**src/rtl/fp_div_arbiter_if.sv**
```systemverilog
// fp_div_arbiter_if: requester, divider and status signals of the shared
// FP divider arbiter.
//   slave  - arbiter view: request inputs, grant and result outputs, the
//            divider operands, the iDivResult input and oBusy.
//   master - environment view (requesters plus the divider), mirrored.
// oDivZero exists only when FP_DIV_ARB_DIVZERO_EN is defined.
interface fp_div_arbiter_if;
    logic        iEnable;
    logic        iReq0, iReq1;
    logic [31:0] iNum0, iDen0, iNum1, iDen1;
    logic        oGnt0, oGnt1;
    logic [31:0] oResult0, oResult1;
    logic        oResultValid0, oResultValid1;
    logic [31:0] oDivNum, oDivDen;
    logic        oDivValid;
    logic [31:0] iDivResult;
    logic        oBusy;
`ifdef FP_DIV_ARB_DIVZERO_EN
    logic        oDivZero;
`endif

    modport slave (
        input  iEnable, iReq0, iReq1, iNum0, iDen0, iNum1, iDen1, iDivResult,
        output oGnt0, oGnt1, oResult0, oResult1, oResultValid0, oResultValid1,
               oDivNum, oDivDen, oDivValid, oBusy
`ifdef FP_DIV_ARB_DIVZERO_EN
        , output oDivZero
`endif
    );

    modport master (
        output iEnable, iReq0, iReq1, iNum0, iDen0, iNum1, iDen1, iDivResult,
        input  oGnt0, oGnt1, oResult0, oResult1, oResultValid0, oResultValid1,
               oDivNum, oDivDen, oDivValid, oBusy
`ifdef FP_DIV_ARB_DIVZERO_EN
        , input oDivZero
`endif
    );
endinterface

```
**src/rtl/fp_div_arbiter.sv**
```systemverilog
// fp_div_arbiter: shares one free-running, fixed-latency FP divider between
// two requesters. Round-robin registered grants, a DIV_LATENCY-deep tag
// pipeline that routes each quotient back to its requester in issue order.
//
// Ports:
//   iClock - sole clock, rising edge
//   iReset - asynchronous active-high reset
//   bus    - fp_div_arbiter_if.slave (requests, grants, results, divider
//            operands, divider result, oBusy)
// Parameter:
//   DIV_LATENCY - cycles from oDivValid to the matching iDivResult (>= 2)
// Optional feature macro:
//   FP_DIV_ARB_DIVZERO_EN - zero-exponent denominators yield a signed
//   infinity and pulse oDivZero with the result.
//
// state   | meaning
// S_IDLE  | nothing issuing, waiting for iEnable
// S_RUN   | grants allowed while iEnable is high
// S_DRAIN | iEnable low, waiting for in-flight tags to retire
module fp_div_arbiter #(
    parameter int DIV_LATENCY = 14
) (
    input  logic            iClock,
    input  logic            iReset,
    fp_div_arbiter_if.slave bus
);

    typedef enum logic [1:0] {
        S_IDLE  = 2'd0,
        S_RUN   = 2'd1,
        S_DRAIN = 2'd2
    } state_t;

    state_t state_q, state_d;

    // High when requester 1 wins the next tie.
    logic prio1_q;

    logic [DIV_LATENCY-1:0] tag_valid_q;
    logic [DIV_LATENCY-1:0] tag_id_q;
`ifdef FP_DIV_ARB_DIVZERO_EN
    logic [DIV_LATENCY-1:0] tag_dz_q;
    logic [DIV_LATENCY-1:0] tag_sgn_q;
`endif

    logic        req0, req1;
    logic        gnt0_d, gnt1_d;
    logic        pipe_empty;
    logic [31:0] result_d;

    // A requester granted this cycle is still holding its request; mask it so
    // one grant issues exactly one operation.
    assign req0 = bus.iReq0 & ~bus.oGnt0;
    assign req1 = bus.iReq1 & ~bus.oGnt1;

    // oDivValid covers the cycle before a tag enters stage 0.
    assign pipe_empty = ~(|tag_valid_q) & ~bus.oDivValid;
    assign bus.oBusy  = (state_q != S_IDLE) | ~pipe_empty;

    always_comb begin
        state_d = state_q;
        gnt0_d  = 1'b0;
        gnt1_d  = 1'b0;
        unique case (state_q)
            S_IDLE: begin
                if (bus.iEnable) state_d = S_RUN;
            end
            S_RUN: begin
                if (!bus.iEnable) begin
                    state_d = S_DRAIN;
                end else begin
                    gnt0_d = req0 & (~req1 | ~prio1_q);
                    gnt1_d = req1 & (~req0 |  prio1_q);
                end
            end
            S_DRAIN: begin
                if (bus.iEnable)     state_d = S_RUN;
                else if (pipe_empty) state_d = S_IDLE;
            end
            default: state_d = S_IDLE;
        endcase
    end

    always_ff @(posedge iClock or posedge iReset) begin
        if (iReset) state_q <= S_IDLE;
        else        state_q <= state_d;
    end

    always_ff @(posedge iClock or posedge iReset) begin
        if (iReset) begin
            bus.oGnt0     <= 1'b0;
            bus.oGnt1     <= 1'b0;
            bus.oDivValid <= 1'b0;
            bus.oDivNum   <= '0;
            bus.oDivDen   <= '0;
            prio1_q       <= 1'b0;
        end else begin
            bus.oGnt0     <= gnt0_d;
            bus.oGnt1     <= gnt1_d;
            bus.oDivValid <= gnt0_d | gnt1_d;
            if (gnt0_d) begin
                bus.oDivNum <= bus.iNum0;
                bus.oDivDen <= bus.iDen0;
                prio1_q     <= 1'b1;
            end else if (gnt1_d) begin
                bus.oDivNum <= bus.iNum1;
                bus.oDivDen <= bus.iDen1;
                prio1_q     <= 1'b0;
            end
        end
    end

    // Tags enter while the operation is on the divider inputs, so the last
    // stage lines up with iDivResult DIV_LATENCY cycles after oDivValid.
    always_ff @(posedge iClock or posedge iReset) begin
        if (iReset) begin
            tag_valid_q <= '0;
            tag_id_q    <= '0;
`ifdef FP_DIV_ARB_DIVZERO_EN
            tag_dz_q    <= '0;
            tag_sgn_q   <= '0;
`endif
        end else begin
            tag_valid_q <= {tag_valid_q[DIV_LATENCY-2:0], bus.oDivValid};
            tag_id_q    <= {tag_id_q[DIV_LATENCY-2:0], bus.oGnt1};
`ifdef FP_DIV_ARB_DIVZERO_EN
            tag_dz_q    <= {tag_dz_q[DIV_LATENCY-2:0], (bus.oDivDen[30:23] == 8'h00)};
            tag_sgn_q   <= {tag_sgn_q[DIV_LATENCY-2:0], bus.oDivNum[31] ^ bus.oDivDen[31]};
`endif
        end
    end

`ifdef FP_DIV_ARB_DIVZERO_EN
    assign result_d = tag_dz_q[DIV_LATENCY-1] ? {tag_sgn_q[DIV_LATENCY-1], 8'hFF, 23'h0}
                                              : bus.iDivResult;
`else
    assign result_d = bus.iDivResult;
`endif

    always_ff @(posedge iClock or posedge iReset) begin
        if (iReset) begin
            bus.oResult0      <= '0;
            bus.oResult1      <= '0;
            bus.oResultValid0 <= 1'b0;
            bus.oResultValid1 <= 1'b0;
`ifdef FP_DIV_ARB_DIVZERO_EN
            bus.oDivZero      <= 1'b0;
`endif
        end else begin
            bus.oResultValid0 <= tag_valid_q[DIV_LATENCY-1] & ~tag_id_q[DIV_LATENCY-1];
            bus.oResultValid1 <= tag_valid_q[DIV_LATENCY-1] &  tag_id_q[DIV_LATENCY-1];
            if (tag_valid_q[DIV_LATENCY-1] && !tag_id_q[DIV_LATENCY-1]) bus.oResult0 <= result_d;
            if (tag_valid_q[DIV_LATENCY-1] &&  tag_id_q[DIV_LATENCY-1]) bus.oResult1 <= result_d;
`ifdef FP_DIV_ARB_DIVZERO_EN
            bus.oDivZero      <= tag_valid_q[DIV_LATENCY-1] & tag_dz_q[DIV_LATENCY-1];
`endif
        end
    end

endmodule

```
**src/flat_wrapper.sv**
```systemverilog
// flat-port wrapper written by rule: the top's interface ports become plain ports
module fp_div_arbiter_flat 
#(
    parameter int DIV_LATENCY = 14
)
  (iClock, iReset, bus_iEnable, bus_iReq0, bus_iReq1, bus_iNum0, bus_iDen0, bus_iNum1, bus_iDen1, bus_iDivResult, bus_oGnt0, bus_oGnt1, bus_oResult0, bus_oResult1, bus_oResultValid0, bus_oResultValid1, bus_oDivNum, bus_oDivDen, bus_oDivValid, bus_oBusy);
  fp_div_arbiter_if bus_i ();
  input  logic iClock;
  input  logic iReset;
  input wire logic [$bits(bus_i.iEnable)-1:0] bus_iEnable;
  input wire logic [$bits(bus_i.iReq0)-1:0] bus_iReq0;
  input wire logic [$bits(bus_i.iReq1)-1:0] bus_iReq1;
  input wire logic [$bits(bus_i.iNum0)-1:0] bus_iNum0;
  input wire logic [$bits(bus_i.iDen0)-1:0] bus_iDen0;
  input wire logic [$bits(bus_i.iNum1)-1:0] bus_iNum1;
  input wire logic [$bits(bus_i.iDen1)-1:0] bus_iDen1;
  input wire logic [$bits(bus_i.iDivResult)-1:0] bus_iDivResult;
  output wire logic [$bits(bus_i.oGnt0)-1:0] bus_oGnt0;
  output wire logic [$bits(bus_i.oGnt1)-1:0] bus_oGnt1;
  output wire logic [$bits(bus_i.oResult0)-1:0] bus_oResult0;
  output wire logic [$bits(bus_i.oResult1)-1:0] bus_oResult1;
  output wire logic [$bits(bus_i.oResultValid0)-1:0] bus_oResultValid0;
  output wire logic [$bits(bus_i.oResultValid1)-1:0] bus_oResultValid1;
  output wire logic [$bits(bus_i.oDivNum)-1:0] bus_oDivNum;
  output wire logic [$bits(bus_i.oDivDen)-1:0] bus_oDivDen;
  output wire logic [$bits(bus_i.oDivValid)-1:0] bus_oDivValid;
  output wire logic [$bits(bus_i.oBusy)-1:0] bus_oBusy;
  assign bus_i.iEnable = bus_iEnable;
  assign bus_i.iReq0 = bus_iReq0;
  assign bus_i.iReq1 = bus_iReq1;
  assign bus_i.iNum0 = bus_iNum0;
  assign bus_i.iDen0 = bus_iDen0;
  assign bus_i.iNum1 = bus_iNum1;
  assign bus_i.iDen1 = bus_iDen1;
  assign bus_i.iDivResult = bus_iDivResult;
  assign bus_oGnt0 = bus_i.oGnt0;
  assign bus_oGnt1 = bus_i.oGnt1;
  assign bus_oResult0 = bus_i.oResult0;
  assign bus_oResult1 = bus_i.oResult1;
  assign bus_oResultValid0 = bus_i.oResultValid0;
  assign bus_oResultValid1 = bus_i.oResultValid1;
  assign bus_oDivNum = bus_i.oDivNum;
  assign bus_oDivDen = bus_i.oDivDen;
  assign bus_oDivValid = bus_i.oDivValid;
  assign bus_oBusy = bus_i.oBusy;
  fp_div_arbiter #(.DIV_LATENCY(DIV_LATENCY)) u_core (.iClock(iClock), .iReset(iReset), .bus(bus_i));
endmodule
```
**config.mk**
```make
export PLATFORM = sky130hd
export DESIGN_NAME = fp_div_arbiter_flat
export DESIGN_NICKNAME = d
export VERILOG_FILES = /design/src/rtl/fp_div_arbiter_if.sv /design/src/rtl/fp_div_arbiter.sv /design/src/flat_wrapper.sv
export SDC_FILE = /design/constraint.sdc
export NUM_CORES = 1
export LEC_CHECK = 0
export CORE_ASPECT_RATIO = 1.4
export CORE_MARGIN = 2
export CORE_UTILIZATION = 42
export CTS_BUF_LIST = sky130_fd_sc_hd__clkbuf_8
export DETAILED_ROUTE_END_ITERATION = 10
export PLACE_DENSITY = 0.82
export SYNTH_ARGS = -nofsm -noshare
export SYNTH_HDL_FRONTEND = slang
export SYNTH_SLANG_ARGS = --single-unit
```
**constraint.sdc**
```tcl
create_clock -name iClock -period 6.7 [get_ports iClock]
set_input_delay 1.34 -clock iClock [delete_from_list [all_inputs] [get_ports iClock]]
set_output_delay 1.34 -clock iClock [all_outputs]
set_load 0.1 [all_outputs]
```
; ---- Word level (Yosys, flattened, before mapping)
; Index checks and enable logic that the tools add are counted.
[word_totals]
word_cells = 61
mem_bits_ro = 0
latch_bits = 0
inputBits = 165
out_inout_bits = 134
n_memories = 0
ff_bits = 164
ramBits = 0
[classes]
reduce_logical = 8
n_bitwise = 20
n_eq_ne = 5
muxes = 15
add_sub_neg = 0
n_lt_le_gt_ge = 0
mul = 0
shifts = 0
n_div = 0
[ops]
columns = op, count
row1 = 32-bit two-way mux, 4
row2 = 14-bit OR reduction, 1
row3 = 1-bit NOT, 9
row4 = 2-bit two-way mux, 4
row5 = 1-bit AND, 7
row6 = 1-bit two-way mux, 6
row7 = 2-bit one-hot mux with 3 select lines, 1
row8 = "2-bit != test, second input constant", 2
row9 = 1-bit OR, 4
row10 = 2-bit nonzero test, 2
row11 = "3-bit by 2-bit != test with 1-bit output, second input constant", 1
row12 = 3-bit AND reduction, 1
row13 = "2-bit by 1-bit equality test with 1-bit output, second input constant", 1
row14 = "2-bit equality test, second input constant", 1
row15 = 1-bit logical AND, 2
row16 = 2-bit logical NOT, 1
row17 = 1-bit logical NOT, 1

; ---- Longest topological paths before layout
; Gate-level depths: netlist of run 1.
[logic_depth]
depth_word = 9
depth_mapped = 6
depth_no_buf = 4

; ---- Least setup slack after synthesis of run 1
; OpenSTA, ideal clock, no wires.
[synth_timing]
kind = register to output
startpoint = reg u_core.bus.oDivValid
endpoint = out bus_oBusy
path_slack_ns = 3.704
path_buffers = 0
arrival_ns = 1.656
path_stages_with_launch = 4
required_ns = 5.360
cell_sequence = dfrtp_1 -> nor4_1 -> nand4_1 -> or2_2
[synth_via]
elab_chain_cells = 4
[synth_rtl]
columns = item, line_no
row1 = "start, declared", fp_div_arbiter_if.sv:25  ; oDivNum, oDivDen, oDivValid, oBusy
row2 = "start signal, assigned", fp_div_arbiter.sv:100  ; bus.oDivValid <= gnt0_d | gnt1_d;
row3 = 1-bit NOT, fp_div_arbiter.sv:57  ; assign pipe_empty = ~(|tag_valid_q) & ~bus.oDivValid;
row4 = 1-bit AND, fp_div_arbiter.sv:57
row5 = 1-bit NOT, fp_div_arbiter.sv:58  ; assign bus.oBusy = (state_q != S_IDLE) | ~pipe_empty;
row6 = 1-bit OR, fp_div_arbiter.sv:58
row7 = "end, declared", flat_wrapper.sv:27  ; output wire logic [$bits(bus_i.oBusy)-1:0] bus_oBusy;
; Every way passes these cells.

; ---- Worst setup path in the final report of run 1
[layout_timing]
startpoint = reg u_core.tag_valid_q[10]
endpoint = out bus_oBusy
[layout_via]
elab_chain_cells = 5
[layout_rtl]
columns = item, line_no
row1 = "start, declared", fp_div_arbiter.sv:39  ; logic [DIV_LATENCY-1:0] tag_valid_q;
row2 = "start signal, assigned", fp_div_arbiter.sv:124  ; tag_valid_q <= {tag_valid_q[DIV_LATENCY-2:0], bus.oDivValid};
row3 = 14-bit OR reduction, fp_div_arbiter.sv:57
row4 = 1-bit NOT, fp_div_arbiter.sv:57
row5 = 1-bit AND, fp_div_arbiter.sv:57
row6 = 1-bit NOT, fp_div_arbiter.sv:58
row7 = 1-bit OR, fp_div_arbiter.sv:58
; Every way passes these cells.

==> summary.txt, run 1 <==
STA
  • Min cycle time layout: 3.97 ns
  • Slew @ Worst Pin: 1.02 ns
  • Clock Skew: 0.0218 ns
  • Fin. Hold Viols: 0
  • Slew margin rel.: 31.5%
  • Slew Viols, Final: 0
  • Final setup vio count: 0
  • RSZ-0062 raised after global routing: no
  • Final hold slack: 0.349 ns
  • Final setup TNS: 0 ns
  • F_max: 252 MHz
  • Final period utilization: 59.3%

CTS
  • Clock buffer depth: 2
  • Clock sinks: 164
  • Setup bufs post-CTS: 0
  • CTS Hold Bufs: 0
  • H-tree levels: 4
  • Inserted Clock Buffers: 17
  • TritonCTS clock tree: done
  • Root Driver: clkbuf_8
  • Clock slew seen by the registers of the worst setup and hold paths: 0.10 ns
  • CTS resizes: 0
  • Skew-Pair Late Insertion Delay: 0.45 ns

Drt
  • Wire per inst: 16.1 um
  • Vias: 5036
  • DRT iter0 DRCs: 128
  • Post-route ant nets: 0
  • Remaining DRCs: 0
  • Vias/cell: 4.86
  • First-pass DRT Iterations: 4
  • WL final: 16.7 mm

Global route
  • Pin count of the biggest net entering global routing: 117
  • Gr ovfl total: 0
  • Initial antenna violation count: 0
  • Global-route wire length before repair: 25.8 mm
  • Total GRT Usage: 20.9%
  • Vias in the first global route: 5145

Critical path
  • Crit. path cell count: 4
  • Reg-to-reg endpoint: u_core.bus.oDivNum[1]$_DFFE_PP0P_
  • Crit-path max cell delay: 0.97 ns
  • CP endpoint: bus_oBusy
  • Slowest CP cell: clkdlybuf4s50_1
  • WS Path Type: reg -> out
  • Crit path buffers/inverters: 1
  • Reg2Reg Setup Slack: 4.46 ns
  • CP max FO: 2
  • R2R depth: 6
  • Reg2reg start: u_core.bus.oGnt1$_DFF_PP0_
  • CP cell instances: nor4_1 -> nand4_1 -> or2_2 -> clkdlybuf4s50_1
  • Delay-heaviest family, CP: buffers and inverters
  • WP data arrival: 2.63 ns
  • Worst Setup End Kind: output port
  • CP Data Required Time: 5.36 ns
  • CP startpoint kind: register
  • Worst Setup SP: u_core.tag_valid_q[10]$_DFF_PP0_

Floorplan
  • Full die area: 16100 um2
  • Placeable Area: 14900 um2
  • Starting density of the core: 42.6%
  • Std cell rows: 53
  • I/O pin count: 299
  • Die Y: 149 um
  • DIE WIDTH: 108 um

Min path
  • Hold WC Path Type: reg -> reg

Power and ir drop
  • Peak supply drop: 0.000278 V
  • LEAKAGE: 4.18 nW
  • Pwr dens: 504 nW/um2

Synthesis
  • Library cells used by synthesis: 24
  • Dominant cells by area after synthesis: dfrtp_1 65%, mux2_2 11%, nand2_1 7.7%
  • Post-synth top area cell: dfrtp_1
  • Synth Register Bits: 164
  • Post-synthesis sequential area ratio: 64.9%
  • Top-area cell type share of the netlist area: 64.9%
  • Post-synthesis net count: 709
  • Post-Syn Instances: 544
  • Yosys warnings: 0
  • Post-Syn Area: 6330 um2
  • Mean Syn Cell Area: 11.6 um2

Cells and area
  • Layout cell share with drive strength beyond 1: 13.0%
  • ANT cells: 0
  • Area Growth Syn to Fin: 55.8%
  • Nets: 997

Run status
  • Status: completed

Placement
  • DP HPWL: 12.1 mm
  • Port Buffer Count: 298
  • Placer congestion estimate: 0.786

Job
  • Max Cap Viol: 0
-- per-stage QoR --
| stage | instance area (um2) | setup slack (ns) | cells | util [%] | total power [mW] |
|---|---|---|---|---|---|
| after floorplan | 6330 | 0.927 | 544 | - | 3.52 |
| after global placement | 9420 | 3.18 | 1005 | 63.4 | 4.21 |
| after detailed placement | 9420 | 3.10 | 1005 | 63.4 | 4.24 |
| after CTS | 9860 | 2.64 | 1037 | 66.4 | 5.01 |
| after global routing | 9860 | 2.60 | 1037 | 66.4 | 5.15 |
| final | 9860 | 2.73 | 1037 | 66.4 | 4.96 |
-- state kept, by name, indices dropped and copies added (netlist names) --
| register | cells |
|---|---|
| u_core.bus.oDivDen | 32 |
| u_core.bus.oDivNum | 32 |
| u_core.bus.oResult0 | 32 |
| u_core.bus.oResult1 | 32 |
| u_core.tag_id_q | 14 |
| u_core.tag_valid_q | 14 |
| u_core.state_q | 2 |
| u_core.bus.oDivValid | 1 |
| u_core.bus.oGnt0 | 1 |
| u_core.bus.oGnt1 | 1 |
| u_core.bus.oResultValid0 | 1 |
| u_core.bus.oResultValid1 | 1 |
| u_core.prio1_q | 1 |
-- cell usage after synthesis, drive strengths merged --
| master | count |
|---|---|
| a21oi | 1 |
| xor2 | 1 |
| or2 | 1 |
| dfrtp | 164 |
| mux2 | 64 |
| nor3 | 1 |
| nor4 | 4 |
| and3b | 1 |
| nand3b | 2 |
| a21boi | 1 |
| buf | 33 |
| nand2 | 129 |
| nor2b | 2 |
| nor2 | 66 |
| nand4 | 1 |
| a31oi | 64 |
| nand2b | 3 |
| inv | 2 |
| clkbuf | 2 |
| o21ai | 2 |
-- report_power, final --
part	switching [mW]	total [mW]	leakage (nW)	internal (mW)
sequential	0.138	1.38	1.94	1.24
clock	0.429	0.756	0.220	0.327
combinational	2.16	2.83	2.02	0.663
-- worst min-delay path by stage --
stage | endpoint | from | depth (start not counted) | slack, ns
final | u_core.tag_id_q[8]$_DFF_PP0_ | u_core.tag_id_q[7]$_DFF_PP0_ | 0 | 0.35
after global routing | u_core.tag_id_q[8]$_DFF_PP0_ | u_core.tag_id_q[7]$_DFF_PP0_ | 0 | 0.36
after CTS | u_core.tag_id_q[8]$_DFF_PP0_ | u_core.tag_id_q[7]$_DFF_PP0_ | 0 | 0.35
after detailed placement | u_core.tag_id_q[1]$_DFF_PP0_ | u_core.tag_id_q[0]$_DFF_PP0_ | 0 | 0.33
after global placement | u_core.tag_id_q[7]$_DFF_PP0_ | u_core.tag_id_q[6]$_DFF_PP0_ | 0 | 0.33
after floorplan | u_core.tag_id_q[10]$_DFF_PP0_ | u_core.tag_id_q[9]$_DFF_PP0_ | 0 | 0.33
-- cells by family (layout without fill, tap and decap cells) --
kind of cell           after synthesis  after routing  share of synthesized area, %
flip-flops                         164            164                          64.9
multiplexers                        64             64                          11.4
buffers and inverters               37            338                          3.42
XOR/XNOR                             1              1                         0.138
AO/OA/AOI/OAI                       68             68                          6.74
AND/OR/NAND/NOR                    210            210                          13.4
-- area by class of cell --
class                      count  area, um2
clock buffer                  17        234
inverter                       2       12.5
timing repair buffer         304       3030
sequential                   164       4100
multi-input combinational    343       2030
fill                        1148       5000
clock inverter                15        208
tap                          192        240
-- metal layers --
| layer | track usage [%] | wire, um | vias up |
|---|---|---|---|
| met5 | 0 | 0 | - |
| met4 | 7.37 | 318 | 0 |
| met1 | 23.5 | 6350 | 2387 |
| met3 | 7.73 | 1360 | 21 |
| met2 | 36.2 | 8650 | 216 |
| li1 | - | - | 2412 |
-- worst reg2reg max path, cell delays in order, from the launching register on --
cell and delay (ns):
dfrtp_1 0.41, nand2b_1 0.22, a21oi_4 0.14, buf_4 0.36
buf_4 0.71, nor2_1 0.17, a31oi_1 0.16
-- cells in the final DEF, fill, tap and decap left out, types with 2 or more instances in the layout --
cell type,instances
a31oi_1,64
buf_4,6
clkbuf_8,17
clkdlybuf4s50_1,298
clkinv_4,2
clkinv_8,5
dfrtp_1,164
inv_6,3
inv_8,4
mux2_2,64
nand2_1,129
nor2_1,66
nor2b_4,2
nor4_1,4
o21ai_0,2
Note: power is estimated with default switching activity, not from simulation.
==> run 2: changes to the inputs <==
Clock period 6.7 ns to 4.2 ns, I/O delays scaled along.
==> summary.txt, run 2 (same netlist as run 1, synthesis figures left out) <==
Run status
  • Status: completed

Critical path
  • WS Path Type: reg -> out
  • CP max FO: 4 (+2)
  • Slowest CP cell: clkdlybuf4s50_1
  • WP data arrival: 2.62 ns (about the same)
  • Worst Setup End Kind: output port
  • CP cell instances: nor4_1 -> nand4_1 -> or2_2 -> clkdlybuf4s50_1
  • Crit-path max cell delay: 0.97 ns (about the same)
  • Reg2Reg Setup Slack: 2.32 ns (-2.14 ns)
  • CP startpoint kind: register
  • CP Data Required Time: 3.36 ns (-2.00 ns)

Min path
  • Hold WC Path Type: reg -> reg

STA
  • Fin. Hold Viols: 0 (unchanged)
  • Min cycle time layout: 3.46 ns
  • Final hold slack: 0.343 ns (-0.00636 ns)
  • F_max: 289 MHz
  • Final setup TNS: 0 ns (unchanged)
  • Slew margin rel.: 29.7% (-1.8 points)
  • Clock Skew: 0.0160 ns (-0.00578 ns)
  • Slew @ Worst Pin: 1.05 ns (+0.0272 ns)
  • Final period utilization: 82.4%
  • Slew Viols, Final: 0 (unchanged)
  • RSZ-0062 raised after global routing: no
  • Final setup vio count: 0 (unchanged)

Cells and area
  • Fillers: 1137 (-0.96%)
  • Most common cell after layout, fill and taps aside: clkdlybuf4s50_1
  • Layout Cells excl Fill: 1038 (+0.096%)
  • Layout cell share with drive strength beyond 1: 13.0% (-0.015 points)
  • Nets: 998 (+0.10%)
  • Area of the multi-input gates: 2030 um2 (unchanged)
  • Commonest non-fill, non-tap cells in the layout: 298 x clkdlybuf4s50_1, 164 x dfrtp_1, 129 x nand2_1
  • Area Growth Syn to Fin: 55.6%
  • Sequential cell area: 4100 um2 (unchanged)
  • Final instance area: 9840 um2 (-0.15%)
  • ANT cells: 0 (unchanged)

CTS
  • CTS resizes: 0 (unchanged)
  • H-tree levels: 4 (unchanged)
  • CTS Hold Bufs: 0 (unchanged)
  • Root Driver: clkbuf_8
  • Clock slew seen by the registers of the worst setup and hold paths: 0.10 ns (about the same)
  • Clock sinks: 164 (unchanged)
  • Inserted Clock Buffers: 17 (unchanged)
  • Clock buffer depth: 2 (unchanged)
  • TritonCTS clock tree: done
  • Skew-Pair Late Insertion Delay: 0.43 ns (-0.02 ns)
  • Setup bufs post-CTS: 0 (unchanged)

Placement
  • Placed Area: 9460 um2 (+0.47%)
  • Placer congestion estimate: 0.819 (+4.2%)
  • Port Buffer Count: 298 (unchanged)
  • DP HPWL: 11.7 mm (-3.1%)
  • Inst Count DP: 1006 (+0.10%)

Floorplan
  • Std cell rows: 53 (unchanged)
  • DIE WIDTH: 108 um (unchanged)
  • I/O pin count: 299 (unchanged)
  • Die Y: 149 um (unchanged)
  • Full die area: 16100 um2 (unchanged)
  • Placeable Area: 14900 um2 (unchanged)
  • Starting density of the core: 42.6% (unchanged)

Global route
  • Total GRT Usage: 21.0% (+0.072 points)
  • Pin count of the biggest net entering global routing: 165 (+41%)
  • Gr ovfl total: 0 (unchanged)
  • Initial antenna violation count: 0 (unchanged)
  • Vias in the first global route: 5141 (-0.078%)
  • Global-route wire length before repair: 26.0 mm (+0.93%)

Drt
  • DRT iter0 DRCs: 169 (+32%)
  • WL final: 16.5 mm (-1.0%)
  • First-pass DRT Iterations: 4 (unchanged)
  • Wire per inst: 15.9 um (-1.1%)
  • Vias: 4998 (-0.75%)
  • Remaining DRCs: 0 (unchanged)
  • Vias/cell: 4.82 (-0.85%)
  • Post-route ant nets: 0 (unchanged)

Power and ir drop
  • Peak supply drop: 0.000395 V (+42%)
  • Pwr dens: 796 nW/um2 (+58%)
  • Pwr Total: 7.83 mW (+58%)
  • LEAKAGE: 4.17 nW (-0.25%)

Job
  • Max Cap Viol: 0 (unchanged)
==> run 2: cell type report <==
cell class,count,area share [%]
Tap cell,192,2.44
Inverter,2,0.114
Clock buffer,17,2.38
Sequential cell,164,41.7
Timing Repair Buffer,305,31.2
Multi-Input combinational cell,343,20.6
Clock inverter,15,1.51
==> run 2: through the flow <==
step,util (%),worst slack [ns]
final,66.3,0.737
after detailed placement,63.7,1.20
after CTS,66.3,0.683
after floorplan,-,1.28
after global placement,63.7,1.27
after global routing,66.3,0.615
==> run 2: report_power, final <==
part           internal, mW  total, mW  leakage (nW)  switching [mW]
logic                  1.07       4.52          2.03            3.46
clock network         0.488       1.11         0.197           0.620
registers              1.99       2.20          1.94           0.216
total                  3.54       7.83          4.17            4.29
==> run 2: routing by layer <==
layer	GRT usage, %	wire, um	up-vias
met5	0	0	-
met4	6.41	286	0
met3	7.91	1480	21
met2	35.7	8290	219
met1	24.5	6450	2340
li1	-	-	2418
==> run 2: path summary, 6_finish.rpt <==
kind,to,cells after the start,start
max in group asynchronous,u_core.bus.oDivNum[1]$_DFFE_PP0P_,3,iReset
worst min register to register,u_core.tag_id_q[4]$_DFF_PP0_,0,u_core.tag_id_q[3]$_DFF_PP0_
worst max-delay path,bus_oBusy,4,u_core.state_q[0]$_DFFE_PP0P_
worst min-delay path,u_core.tag_id_q[4]$_DFF_PP0_,0,u_core.tag_id_q[3]$_DFF_PP0_
worst max register to register,u_core.bus.oDivNum[4]$_DFFE_PP0P_,5,u_core.bus.oGnt1$_DFF_PP0_
min in group asynchronous,u_core.state_q[1]$_DFFE_PP0P_,3,iReset
==> run 2: worst max-delay path, delay by kind of cell, from the launching register on <==
family | cells | cell delay [ns]
flops | 1 | 0.45
buf+inv | 1 | 0.97
simple gates | 3 | 0.77
